### src/rtl/instr_fetch_queue_pkg.sv
// Shared types and constants for the prefetching instruction fetch queue.
package instr_fetch_queue_pkg;

  localparam int PC_W         = 9;
  localparam int INS_W        = 32;
  localparam int FETCH_STRIDE = 4;

  typedef struct packed {
    logic [PC_W-1:0]  pc;
    logic [INS_W-1:0] instr;
  } fetch_entry_t;

endpackage

### src/rtl/instr_fetch_queue_sync_fifo.sv
// Small synchronous FIFO of fetch entries with flush; head is visible combinationally.
module instr_fetch_queue_sync_fifo
  import instr_fetch_queue_pkg::*;
#(
  parameter int DEPTH = 4,
  localparam int AW = $clog2(DEPTH),
  localparam int CW = $clog2(DEPTH + 1)
) (
  input  logic         clk,
  input  logic         reset,
  input  logic         push,
  input  logic         pop,
  input  logic         flush,
  input  fetch_entry_t din,
  output fetch_entry_t head,
  output logic [CW-1:0] count,
  output logic         empty,
  output logic         full
);

  fetch_entry_t  mem [DEPTH];
  logic [AW-1:0] wr_ptr;
  logic [AW-1:0] rd_ptr;
  logic          do_push;
  logic          do_pop;

  assign empty   = (count == '0);
  assign full    = (count == CW'(DEPTH));
  assign do_pop  = pop && !empty && !flush;
  // A pop in the same cycle frees the slot, so push into a full FIFO is legal then.
  assign do_push = push && (!full || do_pop) && !flush;
  assign head    = mem[rd_ptr];

  always_ff @(posedge clk or negedge reset) begin
    if (!reset) begin
      for (int i = 0; i < DEPTH; i++) mem[i] <= '0;
    end else if (do_push) begin
      mem[wr_ptr] <= din;
    end
  end

  always_ff @(posedge clk or negedge reset) begin
    if (!reset) begin
      wr_ptr <= '0;
      rd_ptr <= '0;
      count  <= '0;
    end else if (flush) begin
      wr_ptr <= '0;
      rd_ptr <= '0;
      count  <= '0;
    end else begin
      if (do_push) wr_ptr <= wr_ptr + AW'(1);
      if (do_pop)  rd_ptr <= rd_ptr + AW'(1);
      if (do_push && !do_pop)      count <= count + CW'(1);
      else if (!do_push && do_pop) count <= count - CW'(1);
    end
  end

endmodule

### src/rtl/instr_fetch_queue.sv
// Prefetching fetch stage: owns the fetch PC, issues imem requests under a credit rule,
// tags returning words with their PC and queues them for decode; redirects flush wrong-path work.
module instr_fetch_queue
  import instr_fetch_queue_pkg::*;
#(
  parameter int              DEPTH     = 4,
  parameter int              MAX_OUTST = 2,
  parameter logic [PC_W-1:0] RESET_PC  = '0
) (
  input  logic             clk,
  input  logic             reset,
  input  logic             redirect_i,
  input  logic [PC_W-1:0]  redirect_pc_i,
  output logic             imem_req_o,
  output logic [PC_W-1:0]  imem_addr_o,
  input  logic             imem_gnt_i,
  input  logic             imem_rvalid_i,
  input  logic [INS_W-1:0] imem_rdata_i,
  output logic             id_valid_o,
  output logic [PC_W-1:0]  id_pc_o,
  output logic [INS_W-1:0] id_instr_o,
  input  logic             id_stall_i
);

  localparam int CW = $clog2(DEPTH + 1);
  localparam int OW = $clog2(MAX_OUTST + 1);

  logic [PC_W-1:0] fetch_pc;
  logic [PC_W-1:0] rsp_pc;
  logic [PC_W-1:0] target_pc;
  logic [OW-1:0]   outst;
  logic [OW-1:0]   outst_next;
  logic [OW-1:0]   drop;
  logic [CW-1:0]   count;
  logic            empty;
  logic            full;
  logic            credit_ok;
  logic            transfer;
  logic            accept;
  logic            push;
  logic            pop;
  fetch_entry_t    push_entry;
  fetch_entry_t    head;
  fetch_entry_t    last;
  logic            unused_pc_lsbs;

  assign unused_pc_lsbs = ^redirect_pc_i[1:0];

  // Dropped-but-outstanding requests still occupy credits until their response returns.
  assign credit_ok   = (int'(count) + int'(outst) < DEPTH) && (int'(outst) < MAX_OUTST);
  assign imem_req_o  = reset && credit_ok;
  assign imem_addr_o = fetch_pc;
  assign transfer    = imem_req_o && imem_gnt_i;
  assign accept      = imem_rvalid_i && (drop == '0);
  assign push        = accept && !redirect_i;
  assign pop         = id_valid_o && !id_stall_i && !redirect_i;
  assign target_pc   = {redirect_pc_i[PC_W-1:2], 2'b00};
  assign outst_next  = outst + OW'(transfer) - OW'(imem_rvalid_i);

  assign push_entry.pc    = rsp_pc;
  assign push_entry.instr = imem_rdata_i;

  instr_fetch_queue_sync_fifo #(
    .DEPTH (DEPTH)
  ) u_fifo (
    .clk   (clk),
    .reset (reset),
    .push  (push),
    .pop   (pop),
    .flush (redirect_i),
    .din   (push_entry),
    .head  (head),
    .count (count),
    .empty (empty),
    .full  (full)
  );

  // Decode sees the FIFO head; when empty it keeps showing the last instruction consumed.
  assign id_valid_o = !empty;
  assign id_pc_o    = empty ? last.pc    : head.pc;
  assign id_instr_o = empty ? last.instr : head.instr;

  always_ff @(posedge clk or negedge reset) begin
    if (!reset) begin
      fetch_pc <= RESET_PC;
      rsp_pc   <= RESET_PC;
      outst    <= '0;
      drop     <= '0;
      last     <= '0;
    end else begin
      outst <= outst_next;
      if (redirect_i) begin
        fetch_pc <= target_pc;
        rsp_pc   <= target_pc;
        drop     <= outst_next;
      end else begin
        if (transfer) fetch_pc <= fetch_pc + PC_W'(FETCH_STRIDE);
        if (accept)   rsp_pc   <= rsp_pc + PC_W'(FETCH_STRIDE);
        if (imem_rvalid_i && (drop != '0)) drop <= drop - OW'(1);
        if (pop) last <= head;
      end
    end
  end

  a_no_push_full: assert property (@(posedge clk) disable iff (!reset)
    !(push && full && !pop));
  a_no_orphan_rvalid: assert property (@(posedge clk) disable iff (!reset)
    imem_rvalid_i |-> (outst != '0));
  a_addr_stable: assert property (@(posedge clk) disable iff (!reset)
    (imem_req_o && !imem_gnt_i && !redirect_i) |=> $stable(imem_addr_o));

endmodule

### config.mk
export PLATFORM = sky130hd
export DESIGN_NAME = instr_fetch_queue
export DESIGN_NICKNAME = d
export VERILOG_FILES = /design/src/rtl/instr_fetch_queue_pkg.sv /design/src/rtl/instr_fetch_queue_sync_fifo.sv /design/src/rtl/instr_fetch_queue.sv
export SDC_FILE = /design/constraint.sdc
export NUM_CORES = 1
export LEC_CHECK = 0
export CELL_PAD_IN_SITES_DETAIL_PLACEMENT = 0
export CELL_PAD_IN_SITES_GLOBAL_PLACEMENT = 1
export CORE_UTILIZATION = 48
export DETAILED_ROUTE_END_ITERATION = 10
export GPL_TIMING_DRIVEN = 0
export PLACE_DENSITY = 0.88
export SYNTH_ARGS = -nofsm -noshare
export SYNTH_HDL_FRONTEND = slang
export SYNTH_SLANG_ARGS = --single-unit
### constraint.sdc
create_clock -name clk -period 3.6 [get_ports clk]
set_input_delay 0.36 -clock clk [delete_from_list [all_inputs] [get_ports clk]]
set_output_delay 0.36 -clock clk [all_outputs]
set_load 0.005 [all_outputs]
Word level (Yosys, flattened, before mapping)
Index checks and enable logic that the tools add are counted.
Storage, ports and cells
  flip-flop bits (word level): 234
  output and inout bits: 52
  word-level logic and storage cells: 89
Operators by class
  add/sub/neg operators: 10
  $lt $le $gt $ge: 5
  equality and inequality tests: 1
  multiplexer cells: 21
  bitwise operators: 3
  reduce and logical (&&, ||, !) cells: 32
Operators with widths (count)
  $bwmux W164: 1
  $mux W41: 3
  $bmux W41 S2: 1
  $demux W41 S2: 1
  $mux W9: 5
  $mux W32: 1
  $add A9 B3 Y9 const B: 2
  $logic_and A1 B1 Y1: 15
  $mux W2: 6
  $reduce_bool A2 Y1: 6
  $mux W3: 3
  $ge A3 B3 Y1 const B: 2
  $logic_not A1 Y1: 6
  $not A2 Y3: 2
  $add A2 B1 Y2 const B: 2
  $add A3 B2 Y4: 1
  $lt A4 B3 Y1 const B: 1
  $add A3 B1 Y3 const B: 1
  $eq A3 B3 Y1 const B: 1
  $logic_not A3 Y1: 1
  $lt A3 B1 Y1 const B: 1
  $reduce_bool A3 Y1: 1
  $sub A3 B1 Y3 const B: 1
  $add A2 B1 Y2: 1
  other kinds (7): 7

Logic depth before layout (Yosys ltp)
  word-level depth: 14
  depth in mapped cells: 11
  mapped depth without buffers: 10

Hierarchy
A second synthesis with hierarchy kept.
Unflattened totals
  cell total of the unflattened synthesis: 692
  area, all modules: 10732.8 sq um
By module, submodules not included
  instr_fetch_queue_sync_fifo: times used 1, cells an instance 458, area an instance 7697.4 sq um, seq. area each 4279.1 sq um
  instr_fetch_queue: times used 1, cells an instance 234, area an instance 3035.4 sq um, seq. area each 1476.4 sq um

Worst setup path after synthesis
OpenSTA, ideal clock, no wires.
  path type: reg-to-reg
  from: register outst[1]
  to: register drop[1]
  library setup time: 0.136 ns
  arrival: 2.422 ns
  setup slack: 1.042 ns
  stages on the path, launching flop included: 12
  path buffers: 1
  clock period less this slack: 2.558 ns
  cells stage by stage: dfrtp_1 > ha_1 > or4b_4 > or3_1 > buf_6 > ha_1 > inv_1 > ha_1 > xnor2_1 > xnor2_1 > nand2_1 > o21ai_0
Between the ends
  longest elaborated chain between the ends: 8
Ends and longest elaborated chain
  start: declaration: RTL line instr_fetch_queue.sv:31  | logic [OW-1:0] outst;
  start signal: assignment: RTL line instr_fetch_queue.sv:91  | outst <= outst_next;
  $add A3 B2 Y4: RTL line instr_fetch_queue.sv:50  | assign credit_ok = (int'(count) + int'(outst) < DEPTH) && (int'(outst) < MAX_OUTST);
  $lt A4 B3 Y1: RTL line instr_fetch_queue.sv:50
  $logic_and A1 B1 Y1: RTL line instr_fetch_queue.sv:50
  $logic_and A1 B1 Y1: RTL line instr_fetch_queue.sv:51  | assign imem_req_o = reset && credit_ok;
  $logic_and A1 B1 Y1: RTL line instr_fetch_queue.sv:53  | assign transfer = imem_req_o && imem_gnt_i;
  $add A2 B1 Y2 *: RTL line instr_fetch_queue.sv:58  | assign outst_next = outst + OW'(transfer) - OW'(imem_rvalid_i);
  $sub A2 B1 Y2 *: RTL line instr_fetch_queue.sv:58
  net outst_next[1]: RTL line instr_fetch_queue.sv:32  | logic [OW-1:0] outst_next;
  $mux W2 *: RTL line instr_fetch_queue.sv:92  | if (redirect_i) begin
  end signal: assignment: RTL line instr_fetch_queue.sv:95  | drop <= outst_next;
  end signal: assignment: RTL line instr_fetch_queue.sv:99  | if (imem_rvalid_i && (drop != '0)) drop <= drop - OW'(1);
  end: declaration: RTL line instr_fetch_queue.sv:33  | logic [OW-1:0] drop;
Mark *: on every way through the listed nets, which the timed path passes. The rest lies on a longest branch.
A chain may end at the register's enable or synchronous reset.

Worst setup path after layout
  from: input port reset
  to: register drop[1]
Between the ends
  longest elaborated chain between the ends: 5
Ends and longest elaborated chain
  start: declaration: RTL line instr_fetch_queue.sv:11  | input logic reset,
  $logic_and A1 B1 Y1: RTL line instr_fetch_queue.sv:51
  $logic_and A1 B1 Y1: RTL line instr_fetch_queue.sv:53
  $add A2 B1 Y2: RTL line instr_fetch_queue.sv:58
  $sub A2 B1 Y2: RTL line instr_fetch_queue.sv:58
  net outst_next[1]: RTL line instr_fetch_queue.sv:32
  $mux W2: RTL line instr_fetch_queue.sv:92
The timed path passes the listed nets, and every way through them passes these cells.

==> impl_metrics.csv <==
group,metric,value,unit
run_status,status,"complete, no violations",
critical_path,critical_path_required,4.02,ns
logic_synthesis,number_of_cells_produced_by_synthesis,663,
critical_path,timing.critical_path.fanout_max,131,
critical_path,critical_path.max_stage_delay,0.58,ns
grt,largest_net_degree_at_the_start_of_global_routing,132,
flow_run,timing.max_cap.violations,0,
placed_design,gp_congestion,0.803,
clocking,cts_tree,"yes",
sta,count_of_final_max_slew_check_failures,0,
sta,worst_hold_slack,0.427,ns
hold_path,timing.hold.worst.class,"in -> reg",
logic_synthesis,dominant_combinational_cell_family_by_area_after_synthesis,"multiplexers",
route,drt-wirelength-per-cell,19.6,um
route,route.antenna.remaining_nets,0,
critical_path,critical-path-top-delay-family,"buffers and inverters",
sta,timing_hold_violations_final,0,
clocking,clock_tree.root_cell,"sky130_fd_sc_hd__clkbuf_16",
floorplanning,start_util,49.4,%
route,detailedRoute.firstPassIterationCount,4,
power_and_ir_drop,design_power_total,0.0106,W
sta,max_slew_margin,51.4,%
sta,timing_worst_slew_pin_value,0.728,ns
power_and_ir_drop,combinationalPowerShare,40.0,%
logic_synthesis,yosys-mux-area-fraction,35.6,%
power_and_ir_drop,net-switching-power,0.00301,W
sta,maxClockFrequency,301,MHz
logic_synthesis,syn_area,10100,um^2
sta,setup_viol,0,
logic_synthesis,yosys_warnings,0,
logic_synthesis,syn_area_per_cell,15.2,um^2
route,vias,5977,
route,drc,0,
placed_design,buffer_ports.inserted,91,
floorplanning,coreArea,20400,um^2
grt,global_route.usage.total,20.4,%
route,wl,21000,um
power_and_ir_drop,cell_internal_pwr,0.00757,W
power_and_ir_drop,share_seq_of_total_power,35.9,%
grt,grt_overflow_total,0,
floorplanning,die_h,147,um
placed_design,place_ws,-0.189,ns
critical_path,worst_path_max_delay_cell,"sky130_fd_sc_hd__or4b_4",
critical_path,critical_path_arrival,3.74,ns
floorplanning,die_width,147,um
cells_and_area,post_route_cells_drive_above_1_share,43.4,%
route,detailedRoute.firstIterationViolations,315,
logic_synthesis,synthesized_area_fraction_occupied_by_and_or_nand_nor_cells,3.07,%
sta,finalClockSkew,0.0113,ns
logic_synthesis,synth_ff_type,"sky130_fd_sc_hd__dfrtp_1",
cells_and_area,area_growth_syn_to_layout,21.6,%
clocking,reg_clk_slew_reported_paths,0.06,ns
grt,grt_antenna_before_repair,0,
power_and_ir_drop,clock_power_share,24.1,%
logic_synthesis,synth_area_in_compound_gates,1.54,%
clocking,cts_made_buffers,24,
cells_and_area,mostFrequentLayoutCell,"sky130_fd_sc_hd__mux2_2",
logic_synthesis,synth-xor-area-share,1.39,%
floorplanning,io_pins,99,
power_and_ir_drop,power.ir.vdd_worst,349,uV
cells_and_area,layout_common_cells,"sky130_fd_sc_hd__mux2_2 (239), sky130_fd_sc_hd__dfrtp_1 (220), sky130_fd_sc_hd__clkdlybuf4s50_1 (90)",
sta,postLayoutSetupSlackWorst,0.276,ns
critical_path,crit_buf_inv,5,
critical_path,critical_path.cell_chain,"dlygate4sd3_1 -> buf_8 -> buf_16 -> or4b_4 -> or3_1 -> buf_6 -> ha_1 -> inv_1 -> ha_1 -> xnor2_1 -> xnor2_1 -> nand2_1 -> o21ai_0",
power_and_ir_drop,netSwitchingFraction,28.4,%
placed_design,post-dp-hpwl,13900,um
clocking,clk-insertion-delay-late,0.51,ns
critical_path,setup.worst_path.end_class,"register",
logic_synthesis,ys_async_sr_fraction,100,%
critical_path,timing.setup.critical_path_class,"in -> reg",
cells_and_area,finish.net_count,844,
clocking,clk_path_buf_depth,3,
power_and_ir_drop,total_leakage_power,5.42,nW
clocking,cts_setup_buffers,0,
sta,fin_crit_sh,92.3,%
logic_synthesis,ys_ff_latch,220,
clocking,total_clock_sinks,220,
sta,post_route_minimum_period,3.32,ns
grt,grt_pass1_wl,34800,um
cells_and_area,diodes,0,
sta,aggregate_negative_setup_slack,0,ns
logic_synthesis,yosysSeqAreaShare,54.5,%
power_and_ir_drop,power.density_cell_area,862,nW/um^2
logic_synthesis,synth_enable_flop_cells,0,
grt,grt_pass1_vias,6547,
logic_synthesis,yosys.area_share.adder,1.44,%
logic_synthesis,post_synth_num_cell_types,35,
route,detail_route.vias_per_cell,5.57,
critical_path,start_kind,"input port",
floorplanning,rows,52,
sta,grt_setup_unrepaired,"no",
clocking,h_tree_depth,1,
floorplanning,die_ar,21600,um^2
[final cells by class]
class                      instances  area, um^2
tap                              270         338
timing repair buffer              94         981
inverter                          11        41.3
sequential                       220        5510
fill                            1541        8150
multi-input combinational        393        4360
clock buffer                      37         751
buffer                            42         206
clock inverter                     7        96.3
[Yosys cell counts, types with 6 or more instances]
library cell	n	share of area, %
sky130_fd_sc_hd__buf_2	20	0.99
sky130_fd_sc_hd__nand2b_1	6	0.37
sky130_fd_sc_hd__dfrtp_1	220	55
sky130_fd_sc_hd__nand2_1	13	0.48
sky130_fd_sc_hd__clkbuf_1	15	0.56
sky130_fd_sc_hd__a21boi_0	8	0.59
sky130_fd_sc_hd__nor2_1	15	0.56
sky130_fd_sc_hd__ha_1	10	1.2
sky130_fd_sc_hd__xnor2_1	15	1.3
sky130_fd_sc_hd__mux2_2	239	27
sky130_fd_sc_hd__mux4_2	39	8.7
sky130_fd_sc_hd__inv_1	11	0.41
[worst reg2reg max path: stages, from the launching register on]
cell and delay, ns:
sky130_fd_sc_hd__dfrtp_1 0.36, sky130_fd_sc_hd__inv_1 0.09, sky130_fd_sc_hd__ha_1 0.22, sky130_fd_sc_hd__nand2_1 0.19, sky130_fd_sc_hd__a311oi_1 0.62, sky130_fd_sc_hd__and2_1 0.28, sky130_fd_sc_hd__buf_2 0.31, sky130_fd_sc_hd__buf_2 0.38
sky130_fd_sc_hd__mux2_2 0.39
[timing repair]
action	CTS	global route
resized for setup	1	2
hold endpoints to repair	90	0
setup endpoints to repair	1	8
hold buffers	2	0
[kinds of logic after synthesis]
logic type	count (synthesis)
xor+xnor	16
compound gates	22
simple gates	60
buf+inv	53
flops	220
fa+ha+maj	11
mux	280
other cells	1
[stage by stage]
step | cell area (um^2) | instances | util (%)
after global routing | 12300 | 1074 | 60.1
after floorplan | 10100 | 666 | -
after detailed placement | 11400 | 1028 | 55.7
after global placement | 11400 | 1027 | 55.6
final | 12300 | 1074 | 60.1
after CTS | 12300 | 1074 | 60.1
[power groups by stage]
stage / clock network (W) / registers (W) / logic (W)
CTS: 0.00260 / 0.00380 / 0.00430
global placement: 0 / 0.00374 / 0.00412
finish: 0.00255 / 0.00380 / 0.00423
global route: 0.00272 / 0.00391 / 0.00456
floorplan: 0 / 0.00366 / 0.00267
detailed placement: 0 / 0.00383 / 0.00425
[worst paths after layout]
| path | endpoint | from | slack (ns) | cells past startpoint |
|---|---|---|---|---|
| worst max-delay path | drop[1] | reset | 0.28 | 13 |
| worst min-delay path | u_fifo.rd_ptr[1] | id_stall_i | 0.43 | 4 |
| worst max register to register | u_fifo.mem[27] | drop[0] | 0.66 | 8 |
| worst min register to register | u_fifo.mem[23] | u_fifo.mem[23] | 0.50 | 1 |
| max in group asynchronous | u_fifo.mem[68] | reset | 2.54 | 3 |
| min in group asynchronous | u_fifo.mem[49] | reset | 0.50 | 3 |
[state kept, by name (all words and copies together) (netlist names)]
signal and count:
u_fifo.rd_ptr 2, outst 2, rsp_pc 7, u_fifo.wr_ptr 2, imem_addr_o 7, last 39
drop 2, u_fifo.count 3, u_fifo.mem 156
[layer usage]
layer  vias to the layer above  track usage [%]  part of all wire, %
met5                         -                0                    0
met3                        31             3.17                  3.8
met1                      3157             27.0                   43
met4                         0             4.43                  1.6
met2                       130             35.8                   51
li1                       2659                -                    -
No activity file was read; power rests on OpenSTA's default activity.
